$ cat src/rtl/jk_pkg.sv
// jk_pkg: shared JK encoding constants, driver FSM states and a per-bit
// excitation helper used by any JK-bank driver.
package jk_pkg;

    // {j,k} codes as seen by a plain JK flip-flop
    localparam logic [1:0] JK_HOLD = 2'b00;
    localparam logic [1:0] JK_RST  = 2'b01;
    localparam logic [1:0] JK_SET  = 2'b10;
    localparam logic [1:0] JK_TGL  = 2'b11;

    typedef enum logic [1:0] {
        ST_INIT,
        ST_RUN,
        ST_DONE
    } st_e;

    // Minimal excitation for one bit; toggle is never produced so the
    // bank never depends on its own current value to reach nxt.
    function automatic logic [1:0] jk_code(input logic cur, input logic nxt);
        if (cur == nxt) return JK_HOLD;
        else if (nxt)   return JK_SET;
        else            return JK_RST;
    endfunction

endpackage

$ cat src/rtl/jk_excite.sv
// jk_excite: combinational cur/nxt -> j/k mapping for a W-bit JK bank.
module jk_excite
    import jk_pkg::*;
#(
    parameter int W = 4
) (
    input  logic [W-1:0] cur_i,
    input  logic [W-1:0] nxt_i,
    output logic [W-1:0] j_o,
    output logic [W-1:0] k_o
);

    for (genvar i = 0; i < W; i++) begin : g_bit
        logic [1:0] code;
        // Per-bit code split onto the j and k lines
        assign code   = jk_code(cur_i[i], nxt_i[i]);
        assign j_o[i] = code[1];
        assign k_o[i] = code[0];
    end

endmodule

$ cat src/rtl/jk_count_drv.sv
// jk_count_drv: drives a reset-less JK flip-flop bank through a mod-MODULUS
// up/down count with load and one-shot stop, keeping a registered shadow.
// Optional macro JK_FB_CHECK_EN: compare bank Q (q_fb) to the shadow and
// resync the bank on mismatch, raising a sticky fb_err.
// MODULUS must satisfy 2 <= MODULUS <= 2**WIDTH.
module jk_count_drv
    import jk_pkg::*;
#(
    parameter int WIDTH   = 4,
    parameter int MODULUS = 10
) (
    input  logic             clk,
    input  logic             rst,
    input  logic             en,
    input  logic             up,
    input  logic             oneshot,
    input  logic             load,
    input  logic [WIDTH-1:0] load_val,
    input  logic [WIDTH-1:0] q_fb,
    output logic [WIDTH-1:0] j,
    output logic [WIDTH-1:0] k,
    output logic [WIDTH-1:0] count,
    output logic             wrap,
    output logic             done,
    output logic             fb_err
);

    localparam logic [WIDTH-1:0] MAX_V = WIDTH'(MODULUS - 1);
    localparam logic [WIDTH-1:0] ONE_V = WIDTH'(1);

    st_e              state_q, state_d;
    logic [WIDTH-1:0] count_q, count_d;
    logic             wrap_q,  wrap_d;
    logic             done_q;
    logic             clr;      // absolute clear of the bank
    logic             resync;   // absolute write of count_q into the bank
    logic             fb_bad;
    logic [WIDTH-1:0] ex_j, ex_k;
    logic [WIDTH-1:0] load_clamp, step_val, wrap_val;
    logic             at_term;

    // Out-of-range loads saturate to the top of the range
    assign load_clamp = (load_val > MAX_V) ? MAX_V : load_val;
    assign at_term    = up ? (count_q == MAX_V) : (count_q == '0);
    assign step_val   = up ? (count_q + ONE_V) : (count_q - ONE_V);
    assign wrap_val   = up ? '0 : MAX_V;

`ifdef JK_FB_CHECK_EN
    logic fb_err_q;

    assign fb_bad = (q_fb != count_q);

    // Sticky mismatch flag, cleared only by rst
    always_ff @(posedge clk) begin
        if (rst)         fb_err_q <= 1'b0;
        else if (resync) fb_err_q <= 1'b1;
    end

    assign fb_err = fb_err_q;
`else
    logic unused_q_fb;

    assign unused_q_fb = ^q_fb;
    assign fb_bad      = 1'b0;
    assign fb_err      = 1'b0;
`endif

    // Next-state / next-count selection by command priority
    always_comb begin
        state_d = state_q;
        count_d = count_q;
        wrap_d  = 1'b0;
        clr     = 1'b0;
        resync  = 1'b0;
        case (state_q)
            ST_INIT: begin
                // Bank has no reset: clear it once more after rst drops
                clr     = 1'b1;
                count_d = '0;
                state_d = ST_RUN;
            end
            ST_RUN, ST_DONE: begin
                if (fb_bad) begin
                    resync = 1'b1;
                end else if (load) begin
                    count_d = load_clamp;
                    state_d = ST_RUN;
                end else if (en && state_q == ST_RUN) begin
                    if (at_term) begin
                        if (oneshot) begin
                            state_d = ST_DONE;
                        end else begin
                            count_d = wrap_val;
                            wrap_d  = 1'b1;
                        end
                    end else begin
                        count_d = step_val;
                    end
                end
            end
            default: state_d = ST_INIT;
        endcase
        if (rst) clr = 1'b1;
    end

    jk_excite #(.W(WIDTH)) u_excite (
        .cur_i (count_q),
        .nxt_i (count_d),
        .j_o   (ex_j),
        .k_o   (ex_k)
    );

    // Bank drive: absolute clear, absolute resync, or minimal excitation
    always_comb begin
        if (clr) begin
            j = '0;
            k = '1;
        end else if (resync) begin
            j = count_q;
            k = ~count_q;
        end else begin
            j = ex_j;
            k = ex_k;
        end
    end

    // Shadow count, state and event flags
    always_ff @(posedge clk) begin
        if (rst) begin
            state_q <= ST_INIT;
            count_q <= '0;
            wrap_q  <= 1'b0;
            done_q  <= 1'b0;
        end else begin
            state_q <= state_d;
            count_q <= count_d;
            wrap_q  <= wrap_d;
            done_q  <= (state_d == ST_DONE);
        end
    end

    assign count = count_q;
    assign wrap  = wrap_q;
    assign done  = done_q;

endmodule
$ cat config.mk
export PLATFORM = sky130hd
export DESIGN_NAME = jk_count_drv
export DESIGN_NICKNAME = d
export VERILOG_FILES = /design/src/rtl/jk_pkg.sv /design/src/rtl/jk_excite.sv /design/src/rtl/jk_count_drv.sv
export SDC_FILE = /design/constraint.sdc
export NUM_CORES = 1
export LEC_CHECK = 0
export CAP_MARGIN = 20
export CORE_MARGIN = 2
export CORE_UTILIZATION = 45
export CTS_CLUSTER_DIAMETER = 80
export DETAILED_ROUTE_END_ITERATION = 8
export HOLD_SLACK_MARGIN = 0.05
export PLACE_DENSITY = 0.91
export SYNTH_ARGS = -nofsm -noshare
export SYNTH_HDL_FRONTEND = slang
export SYNTH_SLANG_ARGS = --single-unit
$ cat constraint.sdc
create_clock -name clk -period 3.1 [get_ports clk]
set_clock_uncertainty 0.1 [all_clocks]
set_input_delay 0.465 -clock clk [delete_from_list [all_inputs] [get_ports clk]]
set_output_delay 0.465 -clock clk [all_outputs]
set_load 0.02 [all_outputs]
==> impl_metrics.py <==
metrics = {
    "pwr": {
        "p_leak_nw": 0.476,
        "p_per_area_nw_per_um2": 337,
        "clkPwrFrac_pct": 22.1,
        "power_frac_seq_pct": 29.9,
        "peakVddDrop_mv": 0.203,
        "comb_power_share_pct": 48.0,
        "internal_power_uw": 238,
        "p_sw_share_pct": 39.1,
        "p_sw_uw": 153,
        "fin_total_pwr_uw": 390,
    },
    "logic_synthesis": {
        "synth_xor_area_share_pct": 2.20,
        "yosysSeqAreaShare_pct": 20.2,
        "yosys.area_share.simple_pct": 23.8,
        "yosysWarnings": 0,
        "netlist_top_cells_area": "dfxtp_1 20%, ha_1 7.9%, a21oi_1 7.6%",
        "ys_types": 41,
        "synth_edf_count": 0,
        "async_flop_share_pct": 0,
        "yosys-top-cells-count": "12 x a21oi_1, 9 x inv_1, 8 x dfxtp_1",
        "yosysTopAreaCell": "dfxtp_1",
        "synth_mux_area_share_pct": 0,
        "syn-cell-area_um2": 795,
        "synth.top_cell.area_share_pct": 20.2,
        "synth_seq_cells": 8,
        "synth_most_common_cell": "a21oi_1",
        "synth_nets": 124,
        "synth-compound-area-share_pct": 33.9,
        "synth_ff_type": "dfxtp_1",
        "synth_cells": 104,
        "synth_top_family_by_area": "compound AO/OA/AOI/OAI gates",
        "synth.avg_cell_area_um2": 7.64,
        "synthAdderAreaFrac_pct": 10.4,
    },
    "global_route": {
        "gr-total-overflow": 0,
        "grt_pass1_vias": 929,
        "grt_pass1_wl_um": 3880,
        "globalRouteTotalUtil_pct": 26.0,
        "antenna_found_initial": 0,
        "grt_start_max_net_pins": 13,
    },
    "sta": {
        "final_hold_viol_count": 0,
        "setup_violations": 0,
        "min_period_over_period_pct": 98.0,
        "slew_viol_final": 0,
        "max_freq_mhz": 329,
        "rsz0062_at_grt": "no",
        "post-route-min-period_ns": 3.04,
    },
    "worst_setup_path": {
        "path_class": "input pin to primary output",
        "critPathArrivalTime_ns": 2.47,
        "r2r_slack_ns": 1.20,
        "worst_setup_path_end_kind": "primary output",
        "worst-path-max-fanout": 6,
        "cp-start-kind": "input pin",
        "worstPathRequired_ns": 2.53,
    },
    "place": {
        "hpwl_um": 1890,
        "numPortBuffers": 23,
        "place_congestion": 0.878,
        "dp.cells": 151,
    },
    "cells_and_area": {
        "fin_cells": 155,
        "area.growth.synth_to_final_pct": 46.0,
        "drive_gt1_share_pct": 23.2,
        "fill_cells": 146,
        "finish.utilization_pct": 68.7,
        "layout.nets": 160,
        "n_antenna_cell": 0,
    },
    "die": {
        "core_um2": 1690,
        "rows": 15,
        "ioPinCount": 29,
        "die_area_um2": 2120,
        "start_util_pct": 47.0,
        "fp.dieH_um": 46.0,
        "die_w_um": 46.0,
    },
    "route": {
        "routed-via-count": 978,
        "dr.pass1.iters": 5,
        "wire_per_inst_um": 16.1,
        "detail-route-antenna-nets": 0,
        "drtIter0Drc": 30,
        "drt_wl_total_um": 2500,
        "drcViolationCount": 0,
        "via_per_inst": 6.31,
    },
    "clock_tree": {
        "h-tree-depth": 1,
        "ctsRootBufferMaster": "clkbuf_4",
        "cts_tree": "built",
        "clk_path_buf_depth": 2,
        "clkSlewWorstSetupHoldPaths_ns": 0.06,
        "clk_latency_ns": 0.27,
        "cts_buffers": 3,
        "cts.sinks": 8,
    },
    "worst_hold_path": {
        "hold_class": "flip-flop to flip-flop",
    },
    "job": {
        "drv_cap": 0,
    },
    "status": {
        "status": "complete, no violations",
    },
}
-- worst max-delay path, stage by stage --
cell and delay, ns:
clkdlybuf4s50_1 0.45, buf_4 0.18, fa_1 0.44, xor2_1 0.17
nor2_1 0.11, a22oi_2 0.10, a211o_1 0.27, clkdlybuf4s15_1 0.28
-- final timing paths --
| check | cells past startpoint | startpoint | end |
|---|---|---|---|
| max | 8 | up | k[2] |
| min | 2 | state_q[1]$_SDFF_PP0_ | done$_SDFF_PP0_ |
| max reg2reg | 6 | count[0]$_SDFF_PP0_ | count[2]$_SDFF_PP0_ |
| min reg2reg | 2 | state_q[1]$_SDFF_PP0_ | done$_SDFF_PP0_ |
-- per-stage QoR --
| stage | TNS (ns) | hold slack [ns] | setup slack, ns | area [um^2] |
|---|---|---|---|---|
| after floorplan | 0 | 0.367 | 0.597 | 795 |
| after global placement | -0.970 | 0.393 | -0.258 | 1110 |
| after detailed placement | -1.30 | 0.408 | -0.306 | 1110 |
| after CTS | 0 | 0.426 | 0.00507 | 1150 |
| after global routing | 0 | 0.440 | 0.00957 | 1160 |
| final | 0 | 0.418 | 0.0634 | 1160 |
-- power groups by stage --
| stage | Combinational, mW | Sequential, mW | Clock [mW] |
|---|---|---|---|
| 2_1_floorplan | 0.0995 | 0.122 | 0 |
| 3_3_place_gp | 0.171 | 0.118 | 0 |
| 3_5_place_dp | 0.178 | 0.119 | 0 |
| 4_1_cts | 0.182 | 0.117 | 0.0881 |
| 5_1_grt | 0.202 | 0.118 | 0.0907 |
| 6_report | 0.187 | 0.117 | 0.0863 |
-- cell type report --
class	count	area, um^2	area share [%]
sequential	8	160	13.8
clock buffer	3	22.5	1.94
multi-input combinational	80	586	50.5
timing repair buffer	38	337	29.0
tap	17	21.3	1.83
inverter	9	33.8	2.91
-- kinds of logic (layout without fill, tap and decap cells) --
| group | count (synthesis) | in the layout |
|---|---|---|
| AO/OA/AOI/OAI | 36 | 36 |
| buffers and inverters | 16 | 50 |
| AND/OR/NAND/NOR | 35 | 35 |
| other | 1 | 1 |
| XOR/XNOR | 2 | 2 |
| adder cells (fa/ha/maj) | 6 | 6 |
| flip-flops | 8 | 8 |
-- registers in the layout, indices dropped and copies added, names as in the netlist --
signal	cells
count	4
state_q	2
done	1
wrap	1
-- routing by layer --
layer	global-route usage [%]	vias to the layer above	wire length [um]
li1	-	453	-
met3	4.76	13	169
met2	43.6	58	1250
met1	29.8	454	974
met5	0	-	0
met4	16.6	0	114
-- layout by cell type, fill, tap and decap left out, drive strengths merged, types with 3 or more instances in the layout --
cell type      count
buf               16
clkdlybuf4s50     15
a21oi             12
inv                9
dfxtp              8
nand2              7
nor2               7
ha                 5
nor3               5
nand2b             4
dlygate4sd2        4
a211oi             4
o21ai              4
clkbuf             3
-- timing repair --
action / 4_1_cts / 5_1_grt
buffers inserted: 0 / 1
pin swaps: 1 / 2
resized for setup: 15 / 4
endpoints found under the setup margin: 8 / 4
hold buffers: 0 / 0
(Power assumes the default switching activity.)
